### src/rtl/recipe_seq_pkg.sv
// Shared types and widths for the recipe sequencer.
// The rinse states are built only when RECIPE_SEQ_RINSE_EN is defined.
// Without that macro their encodings are reserved and never entered.
package recipe_seq_pkg;

    localparam int STATE_W = 4;   // width of the encoded state output
    localparam int WD_W    = 16;  // watchdog counter width
    localparam int CNT_W   = 16;  // dose / mix / pan counter width

    typedef enum logic [STATE_W-1:0] {
        ST_IDLE        = 4'd0,
        ST_FILL        = 4'd1,
        ST_FLOUR       = 4'd2,
        ST_SALT        = 4'd3,
        ST_CLOSE       = 4'd4,
        ST_MIX         = 4'd5,
        ST_OPEN        = 4'd6,
        ST_DISPENSE    = 4'd7,
        ST_DRAIN       = 4'd8,
        ST_RINSE_FILL  = 4'd9,
        ST_RINSE_MIX   = 4'd10,
        ST_RINSE_DRAIN = 4'd11,
        ST_DONE        = 4'd12,
        ST_FAULT       = 4'd13
    } seq_state_t;

    // A batch is in progress everywhere except the two resting states
    function automatic logic is_busy(input seq_state_t s);
        return !((s == ST_IDLE) || (s == ST_FAULT));
    endfunction

endpackage

### src/rtl/seq_watchdog.sv
// Per-state watchdog: counts enabled cycles since the last reload and
// flags expiry on the cycle whose enabled edge would be the TIMEOUT-th.
// RECIPE_SEQ_RINSE_EN has no effect on this block.
module seq_watchdog
    import recipe_seq_pkg::*;
#(
    parameter int TIMEOUT = 4096
) (
    input  logic clk,
    input  logic rst,
    input  logic en,
    input  logic reload,
    output logic expired
);

    localparam logic [WD_W-1:0] LAST = WD_W'(TIMEOUT - 1);

    logic [WD_W-1:0] cnt_reg;

    assign expired = (cnt_reg >= LAST);

    // Count enabled cycles in the current state; saturate once expired
    always_ff @(posedge clk) begin
        if (rst) begin
            cnt_reg <= '0;
        end else if (en) begin
            if (reload) begin
                cnt_reg <= '0;
            end else if (!expired) begin
                cnt_reg <= cnt_reg + WD_W'(1);
            end
        end
    end

endmodule

### src/rtl/recipe_sequencer.sv
// Batch sequencer for a dough plant: fill, dose flour and salt, knead
// under pressure, dispense into pans, drain (and optionally rinse).
// Optional rinse cycle is enabled by defining RECIPE_SEQ_RINSE_EN.
module recipe_sequencer
    import recipe_seq_pkg::*;
#(
    parameter int          FLOUR_UNITS   = 4,
    parameter int          SALT_UNITS    = 2,
    parameter int          MIX_CYCLES    = 64,
    parameter logic [15:0] PRESSURE_SET  = 16'h0800,
    parameter int          DISPENSE_PANS = 4,
    parameter int          TIMEOUT       = 4096
) (
    input  logic        clk,
    input  logic        rst,
    input  logic        en,
    input  logic        start,
    input  logic        abort,
    input  logic        Y_flour,
    input  logic        Y_salt,
    input  logic        Y_flour_remain,
    input  logic        Y_salt_remain,
    input  logic        Y_water_base,
    input  logic        Y_water_middle,
    input  logic        Y_water_top,
    input  logic        S_cover_closed,
    input  logic        S_cover_opened,
    input  logic [15:0] S_pressure,
    input  logic        Y_pan,
    input  logic        Y_pan_full,
    output logic        X_water,
    output logic        X_drain,
    output logic        X_flour,
    output logic        X_salt,
    output logic        X_mixer,
    output logic        X_cover,
    output logic        X_pressurize,
    output logic        X_dispenser,
    output logic        X_pan_conveyor,
    output logic        busy,
    output logic        done,
    output logic        fault,
    output logic [3:0]  state,
    output logic [3:0]  pans_done
);

    localparam logic [CNT_W-1:0] FLOUR_LAST = CNT_W'(FLOUR_UNITS - 1);
    localparam logic [CNT_W-1:0] SALT_LAST  = CNT_W'(SALT_UNITS - 1);
    localparam logic [CNT_W-1:0] MIX_LAST   = CNT_W'(MIX_CYCLES - 1);
    localparam logic [CNT_W-1:0] PANS_LAST  = CNT_W'(DISPENSE_PANS - 1);

    seq_state_t       state_reg, state_next;
    logic [CNT_W-1:0] unit_reg, unit_next;       // doses, mix cycles or pans in this state
    logic             filling_reg, filling_next; // a pan is under the dispenser
    logic             aborting_reg, aborting_next;
    logic [3:0]       pans_reg, pans_next;

    logic wd_reload, wd_expired;
    logic flour_done, salt_done, mix_done, unit_step;

    // Last-unit detection; these also shut the actuator off in the transition cycle
    assign flour_done = (state_reg == ST_FLOUR) && Y_flour && (unit_reg == FLOUR_LAST);
    assign salt_done  = (state_reg == ST_SALT)  && Y_salt  && (unit_reg == SALT_LAST);
    assign mix_done   = ((state_reg == ST_MIX) || (state_reg == ST_RINSE_MIX))
                        && (unit_reg == MIX_LAST);

    // Any state change restarts the watchdog
    assign wd_reload = (state_next != state_reg);

    seq_watchdog #(
        .TIMEOUT (TIMEOUT)
    ) u_watchdog (
        .clk     (clk),
        .rst     (rst),
        .en      (en),
        .reload  (wd_reload),
        .expired (wd_expired)
    );

    // Which event advances the shared unit counter in the current state
    always_comb begin
        unit_step = 1'b0;
        case (state_reg)
            ST_FLOUR:                 unit_step = Y_flour;
            ST_SALT:                  unit_step = Y_salt;
            ST_MIX, ST_RINSE_MIX:     unit_step = 1'b1;
            ST_DISPENSE:              unit_step = filling_reg && Y_pan_full;
            default:                  unit_step = 1'b0;
        endcase
    end

    // Next-state logic; abort and watchdog expiry override the normal flow
    always_comb begin
        state_next    = state_reg;
        unit_next     = unit_reg;
        filling_next  = filling_reg;
        aborting_next = aborting_reg;
        pans_next     = pans_reg;

        case (state_reg)
            ST_IDLE: begin
                if (start) begin
                    state_next    = ST_FILL;
                    pans_next     = 4'd0;
                    aborting_next = 1'b0;
                end
            end
            ST_FILL:  if (Y_water_middle) state_next = ST_FLOUR;
            ST_FLOUR: begin
                if (flour_done)           state_next = ST_SALT;
                else if (!Y_flour_remain) state_next = ST_FAULT;
            end
            ST_SALT: begin
                if (salt_done)            state_next = ST_CLOSE;
                else if (!Y_salt_remain)  state_next = ST_FAULT;
            end
            ST_CLOSE: if (S_cover_closed) state_next = ST_MIX;
            ST_MIX:   if (mix_done)       state_next = ST_OPEN;
            ST_OPEN:  if (S_cover_opened) state_next = ST_DISPENSE;
            ST_DISPENSE: begin
                if (!filling_reg) begin
                    if (Y_pan) filling_next = 1'b1;
                end else if (Y_pan_full) begin
                    filling_next = 1'b0;
                    if (pans_reg != 4'hF) pans_next = pans_reg + 4'd1;
                    if (unit_reg == PANS_LAST) state_next = ST_DRAIN;
                end
            end
            ST_DRAIN: begin
                if (!Y_water_base) begin
                    if (aborting_reg) state_next = ST_IDLE;
`ifdef RECIPE_SEQ_RINSE_EN
                    else              state_next = ST_RINSE_FILL;
`else
                    else              state_next = ST_DONE;
`endif
                end
            end
`ifdef RECIPE_SEQ_RINSE_EN
            ST_RINSE_FILL:  if (Y_water_middle) state_next = ST_RINSE_MIX;
            ST_RINSE_MIX:   if (mix_done)       state_next = ST_RINSE_DRAIN;
            ST_RINSE_DRAIN: if (!Y_water_base)  state_next = ST_DONE;
`endif
            ST_DONE:  state_next = ST_IDLE;
            ST_FAULT: state_next = ST_FAULT;
            default:  state_next = ST_FAULT;   // unused encodings are treated as a fault
        endcase

        // Abort drains the bowl and returns to IDLE with no rinse and no done
        if (abort && is_busy(state_reg)) begin
            aborting_next = 1'b1;
            if (state_reg != ST_DRAIN)  state_next = ST_DRAIN;
            else if (!Y_water_base)     state_next = ST_IDLE;
        end

        // A state that stalls too long is a plant failure
        if (wd_expired && (state_reg != ST_IDLE) && (state_reg != ST_DONE)
                && (state_reg != ST_FAULT)) begin
            state_next = ST_FAULT;
        end

        if (state_next != state_reg) begin
            unit_next    = '0;
            filling_next = 1'b0;
        end else if (unit_step) begin
            unit_next = unit_reg + CNT_W'(1);
        end
    end

    // State and counters advance only on enabled cycles; reset always acts
    always_ff @(posedge clk) begin
        if (rst) begin
            state_reg    <= ST_IDLE;
            unit_reg     <= '0;
            filling_reg  <= 1'b0;
            aborting_reg <= 1'b0;
            pans_reg     <= 4'd0;
        end else if (en) begin
            state_reg    <= state_next;
            unit_reg     <= unit_next;
            filling_reg  <= filling_next;
            aborting_reg <= aborting_next;
            pans_reg     <= pans_next;
        end
    end

    // Actuator decode; water-top cutoff and last-unit shutoff are combinational
    always_comb begin
        X_water        = 1'b0;
        X_drain        = 1'b0;
        X_flour        = 1'b0;
        X_salt         = 1'b0;
        X_mixer        = 1'b0;
        X_cover        = 1'b0;
        X_pressurize   = 1'b0;
        X_dispenser    = 1'b0;
        X_pan_conveyor = 1'b0;
        case (state_reg)
            ST_FILL, ST_RINSE_FILL: X_water = !Y_water_top;
            ST_FLOUR:               X_flour = !(en && flour_done);
            ST_SALT:                X_salt  = !(en && salt_done);
            ST_CLOSE:               X_cover = 1'b1;
            ST_MIX: begin
                X_cover      = 1'b1;
                X_mixer      = 1'b1;
                X_pressurize = (S_pressure < PRESSURE_SET) && !(en && mix_done);
            end
            ST_RINSE_MIX:           X_mixer = 1'b1;
            ST_DISPENSE: begin
                X_dispenser    = filling_reg;
                X_pan_conveyor = !filling_reg;
            end
            ST_DRAIN, ST_RINSE_DRAIN, ST_FAULT: X_drain = 1'b1;
            default: ;
        endcase
    end

    assign busy      = is_busy(state_reg);
    assign done      = (state_reg == ST_DONE);
    assign fault     = (state_reg == ST_FAULT);
    assign state     = state_reg;
    assign pans_done = pans_reg;

endmodule

### config.mk
export PLATFORM = sky130hd
export DESIGN_NAME = recipe_sequencer
export DESIGN_NICKNAME = d
export VERILOG_FILES = /design/src/rtl/recipe_seq_pkg.sv /design/src/rtl/seq_watchdog.sv /design/src/rtl/recipe_sequencer.sv
export SDC_FILE = /design/constraint.sdc
export NUM_CORES = 1
export LEC_CHECK = 0
export BUFFER_PORTS_ARGS = -buffer_cell sky130_fd_sc_hd__buf_2
export CORE_ASPECT_RATIO = 0.8
export CORE_UTILIZATION = 30
export DETAILED_ROUTE_END_ITERATION = 6
export HOLD_SLACK_MARGIN = 0.1
export PLACE_DENSITY = 0.5
export SYNTH_ARGS = -nofsm -noshare
export SYNTH_HDL_FRONTEND = slang
export SYNTH_SLANG_ARGS = --single-unit
export TNS_END_PERCENT = 1
### constraint.sdc
create_clock -name clk -period 7.1 [get_ports clk]
set_clock_uncertainty 0.1 [all_clocks]
set_input_delay 1.065 -clock clk [delete_from_list [all_inputs] [get_ports clk]]
set_output_delay 1.065 -clock clk [all_outputs]
set_load 0.03 [all_outputs]
# Word-level counts from Yosys, hierarchy flattened
# Cells that the tools add are included.
dict set report totals {
  regBits 42
  in_bits 32
  out_inout_bits 20
  wordCells 121
}
dict set report classes {
  n_addsub 3
  n_lt_le_gt_ge 2
  eq_ne 26
  n_mux 46
  reduce_logical 38
}
# op n
set ops {}
lappend ops {{4-bit 2-to-1 mux} 22}
lappend ops {{16-bit 2-to-1 mux} 4}
lappend ops {{4-bit case mux with 10 select lines} 1}
lappend ops {{16-bit by 1-bit adder with 16-bit output (second input constant)} 2}
lappend ops {{4-bit == test (second input constant)} 6}
lappend ops {{1-bit 2-to-1 mux} 17}
lappend ops {{16-bit by 1-bit == test with 1-bit output (second input constant)} 1}
lappend ops {{16-bit by 2-bit == test with 1-bit output (second input constant)} 1}
lappend ops {{16-bit by 6-bit == test with 1-bit output (second input constant)} 1}
lappend ops {{4-bit by 3-bit == test with 1-bit output (second input constant)} 4}
lappend ops {{16-bit by 12-bit greater-or-equal comparator with 1-bit output (second input constant)} 1}
lappend ops {{16-bit by 12-bit less-than comparator with 1-bit output (second input constant)} 1}
lappend ops {{4-bit inequality test (second input constant)} 4}
lappend ops {{1-bit logical AND} 14}
lappend ops {{2-bit nonzero test} 5}
lappend ops {{4-bit by 2-bit == test with 1-bit output (second input constant)} 2}
lappend ops {{2-bit inequality test (second input constant)} 4}
lappend ops {{4-bit case mux with 2 select lines} 1}
lappend ops {{1-bit logical NOT} 6}
lappend ops {{2-bit AND reduction} 3}
lappend ops {{6-bit AND reduction} 1}
lappend ops {{2-bit OR reduction} 3}
lappend ops {{4-bit by 1-bit adder with 4-bit output (second input constant)} 1}
lappend ops {{4-bit by 1-bit == test with 1-bit output (second input constant)} 1}
lappend ops {{8 further kinds} 9}

# Logic depth before layout (Yosys ltp)
dict set report logic_depth {
  depth_word 12
  mapped_depth 13
}

# By module
# Synthesis repeated with hierarchy kept, for this count alone.
dict set report hier_totals {
  hier_cells 400
  hier_area_um2 3050.4
}
# mod instances cells_per_inst area_per_inst_um2 seq_area_each_um2
set by_module_without_submodules {}
lappend by_module_without_submodules {recipe_sequencer 1 299 2187.1 520.5}
lappend by_module_without_submodules {seq_watchdog 1 101 863.3 320.3}

# Worst setup path after synthesis
# OpenSTA, ideal clock, no wires.
dict set report synth_path {
  path_kind {input to output}
  startpoint {in S_pressure[14]}
  endpoint {out X_pressurize}
  arrival_time_ns 3.151
  t_required_ns 5.935
  path_slack_ns 2.784
  stages 2
  n_path_buf 0
  cell_sequence {or4_1 > a2111oi_0}
}
dict set report synth_between {
  elab_chain_cells 3
}
# element line_no
set synth_lines {}
lappend synth_lines {{start: declaration} recipe_sequencer.sv:28} ;# input logic [15:0] S_pressure,
lappend synth_lines {{16-bit by 12-bit less-than comparator with 1-bit output} recipe_sequencer.sv:206} ;# X_pressurize = (S_pressure < PRESSURE_SET) && !(en && mix_done);
lappend synth_lines {{1-bit logical AND} recipe_sequencer.sv:206}
lappend synth_lines {{1-bit 2-to-1 mux} recipe_sequencer.sv:198} ;# case (state_reg)
lappend synth_lines {{end: declaration} recipe_sequencer.sv:37} ;# output logic X_pressurize,
# Every way passes these cells.

# Worst setup path in the final report
dict set report layout_path {
  startpoint {reg state_reg[1] (netlist: state[1])}
  endpoint {reg unit_reg[6]}
}
dict set report layout_between {
  elab_chain_cells 12
}
# element line_no
set layout_lines {}
lappend layout_lines {{start: declaration} recipe_sequencer.sv:52} ;# seq_state_t state_reg, state_next;
lappend layout_lines {{start signal: assignment} recipe_sequencer.sv:179} ;# state_reg <= state_next;
lappend layout_lines {{4-bit by 3-bit == test with 1-bit output (tied with other cells)} {recipe_sequencer.sv:64, recipe_sequencer.sv:83, recipe_sequencer.sv:100}}
lappend layout_lines {{1-bit logical OR (tied with other cells)} recipe_sequencer.sv:64} ;# assign mix_done = ((state_reg == ST_MIX) || (state_reg == ST_RINSE_MIX))
lappend layout_lines {{1-bit logical AND (on tied branches)} {recipe_sequencer.sv:65, recipe_sequencer.sv:62, recipe_sequencer.sv:63}}
lappend layout_lines {{4-bit 2-to-1 mux (on tied branches)} {recipe_sequencer.sv:118, recipe_sequencer.sv:110, recipe_sequencer.sv:114}}
lappend layout_lines {{4-bit case mux with 10 select lines} recipe_sequencer.sv:100} ;# case (state_reg)
lappend layout_lines {{4-bit 2-to-1 mux} recipe_sequencer.sv:153} ;# else if (!Y_water_base) state_next = ST_IDLE;
lappend layout_lines {{4-bit 2-to-1 mux} recipe_sequencer.sv:152} ;# if (state_reg != ST_DRAIN) state_next = ST_DRAIN;
lappend layout_lines {{4-bit 2-to-1 mux} recipe_sequencer.sv:150} ;# if (abort && is_busy(state_reg)) begin
lappend layout_lines {{4-bit 2-to-1 mux} recipe_sequencer.sv:157} ;# if (wd_expired && (state_reg != ST_IDLE) && (state_reg != ST_DONE)
lappend layout_lines {{4-bit inequality test} recipe_sequencer.sv:162} ;# if (state_next != state_reg) begin
lappend layout_lines {{2-bit nonzero test (no line)} --}
lappend layout_lines {{2-bit AND reduction (no line)} --}
lappend layout_lines {{end signal: assignment} recipe_sequencer.sv:180} ;# unit_reg <= unit_next;
lappend layout_lines {{end: declaration} recipe_sequencer.sv:53} ;# logic [CNT_W-1:0] unit_reg, unit_next;
# Several ways; a longest one is shown, not always the timed one.
# A chain may end at the register's enable or synchronous reset.

==> impl_metrics.yaml <==
synth:
  ys_seq_area_share_pct: 29.0
  async_flop_share_pct: 0
  synth_edf_count: 0
  synthCells: 368
  ys.flop_type: "dfxtp_1"
  synth_common_cells: "dfxtp_1, nor2_1, nand2_1, a21oi_1, nand3_1"
  synth_top_area_share_pct: 29.0
  syn_area_per_cell_sq_um: 7.88
  synth_cell_types: 64
  synth_area_leaders: "dfxtp_1, nor2_1, a21oi_1, nand3_1, mux2_2"
  synth_area_sq_um: 2900
  yosysTopAreaCell: "dfxtp_1"
  yosysWarnings: 0
  synth-seq-cells: 42
  synth_nets: 404
sta:
  period_share_pct: 61.6
  tns_ns: 0
  rsz0062_at_grt: "no"
  maxSlewViolCount: 0
  slew_headroom_pct: 35.8
  worstMarginPinSlew_ns: 0.961
  min_period_ns: 4.37
  fmax_mhz: 229
  hold_viol: 0
  finalSetupViolations: 0
clocking:
  cts.clk_slew.worst_paths_ns: 0.07
  cts_hold_buf: 0
  h-tree-depth: 2
  cts_tree: "yes"
  cts.sinks: 42
  insertion_delay_ns: 0.29
  cts_root_buf: "clkbuf_16"
  clk_path_buf_depth: 2
  cts_buffers: 5
  cts_resized: 0
  post_cts_buffers: 0
setup_path:
  start_kind: "register"
  cp.arrival_ns: 4.41
  crit_fanout: 23
  cp-end-kind: "register"
  ff2ff_setup_slack_ns: 2.73
  crit_required_ns: 7.14
  crit_type: "reg2reg"
power_and_ir_drop:
  ir_worst_vdd_uv: 82.1
  pwr_density_cell_nw_per_um2: 188
  power_leakage_nw: 1.23
placed_design:
  portBuffers: 40
  gp_congestion: 0.756
  place_hpwl_mm: 5.54
  place_inst: 500
detailed_routing:
  drtIter0Drc: 184
  wirelength_mm: 7.75
  wl_per_cell_microns: 15.3
  via_per_inst: 5.47
  final_antenna_net_count: 0
  post-route-drc-count: 3
  drt-pass1-iter-count: 6
  vias: 2781
die:
  ios: 52
  dieArea_sq_um: 10100
  fp-row-count: 31
  core_sq_um: 9230
  initial_utilization_pct: 31.4
  die_h_microns: 89.9
  fp.dieW_microns: 112
global_routing:
  grt_pass1_vias: 2596
  grt_use_total_pct: 16.3
  grt_max_degree: 34
  grt_pass1_wl_mm: 13.2
  antenna_found_initial: 0
  grt.overflow.total: 0
finish:
  synthToLayoutAreaGrowth_pct: 13.6
  drive_gt1_share_pct: 17.0
  antenna_cells: 0
  fin_util_pct: 35.7
  final_nets: 428
  stdcell_count: 508
outcome:
  violations: "design-rule violations"
  status: "finished with violations"
run:
  maxCapViolCount: 0
worst_hold_path:
  hold_class: "reg2reg"
==> power by group <==
part           switching (mW)  internal [mW]
registers              0.0125          0.239
clock network          0.0965          0.165
logic                  0.0710         0.0353
==> cells by family (layout without fill, tap and decap cells) <==
group | Yosys count | after routing | synth area share, %
compound gates | 85 | 85 | 20.2
xor+xnor | 13 | 13 | 3.93
fa+ha+maj | 4 | 4 | 1.73
mux | 13 | 13 | 4.88
simple gates | 178 | 178 | 35.1
buf+inv | 33 | 58 | 5.22
flops | 42 | 42 | 29.0
==> layer usage <==
| layer | GRT usage (%) | vias to the layer above | wire, microns |
|---|---|---|---|
| met4 | 4.00 | 0 | 58 |
| met1 | 23.9 | 1296 | 3980 |
| li1 | - | 1421 | - |
| met5 | 0 | - | 0 |
| met3 | 3.30 | 5 | 390 |
| met2 | 24.1 | 59 | 3320 |
==> stage by stage <==
step	total power, mW	worst slack [ns]	instance area [sq um]	hold slack [ns]
after global routing	0.647	2.44	3300	0.353
after global placement	0.361	2.79	3130	0.313
after floorplan	0.338	2.78	2900	0.303
after detailed placement	0.363	2.73	3130	0.317
final	0.618	2.73	3300	0.322
after CTS	0.626	2.72	3300	0.325
==> cell type report <==
type,count,area (sq um)
flip-flops and latches,42,841
clock inverters,3,40.0
repair buffers,40,200
fillers,999,5940
multi-input cells,293,1910
inverters,10,37.5
clock buffers,5,125
well taps,115,144
==> path summary, 6_finish.rpt <==
check	cells after the start	endpoint	startpoint
worst max register to register	9	unit_reg[6]	state[1]
worst min-delay path	2	u_watchdog.cnt_reg[15]	u_watchdog.cnt_reg[15]
worst max-delay path	9	unit_reg[6]	state[1]
worst min register to register	2	u_watchdog.cnt_reg[15]	u_watchdog.cnt_reg[15]
==> worst max-delay path, cell delays in order (launching register included) <==
cell,delay [ns]
dfxtp_1,0.78
inv_1,0.30
or4_4,0.57
a311o_1,0.37
a31oi_1,0.27
or3_1,0.15
a211o_1,0.19
a22o_1,0.62
or2_1,0.74
nor2_1,0.13
==> layout by cell type (no fill, tap or decap), types with 4 or more instances in the layout <==
cell,Yosys,final
o31ai_1,4,4
and2_1,5,5
or4_1,4,4
ha_1,4,4
nor2_1,42,42
nand3_1,21,21
mux2_2,9,9
xor2_1,8,8
nand3b_1,5,5
mux2i_1,4,4
nor3b_1,12,12
nand2_1,22,22
and3_1,9,9
nand4_1,9,9
a211oi_1,4,4
and4_1,6,6
nand2b_1,4,4
inv_1,9,9
dfxtp_1,42,42
buf_2,7,40
clkbuf_16,0,5
xnor2_1,5,5
a31oi_1,8,8
o21ai_0,15,15
a21oi_1,21,21
nor3_1,17,17
nor2b_1,4,4
(Power assumes the default switching activity.)
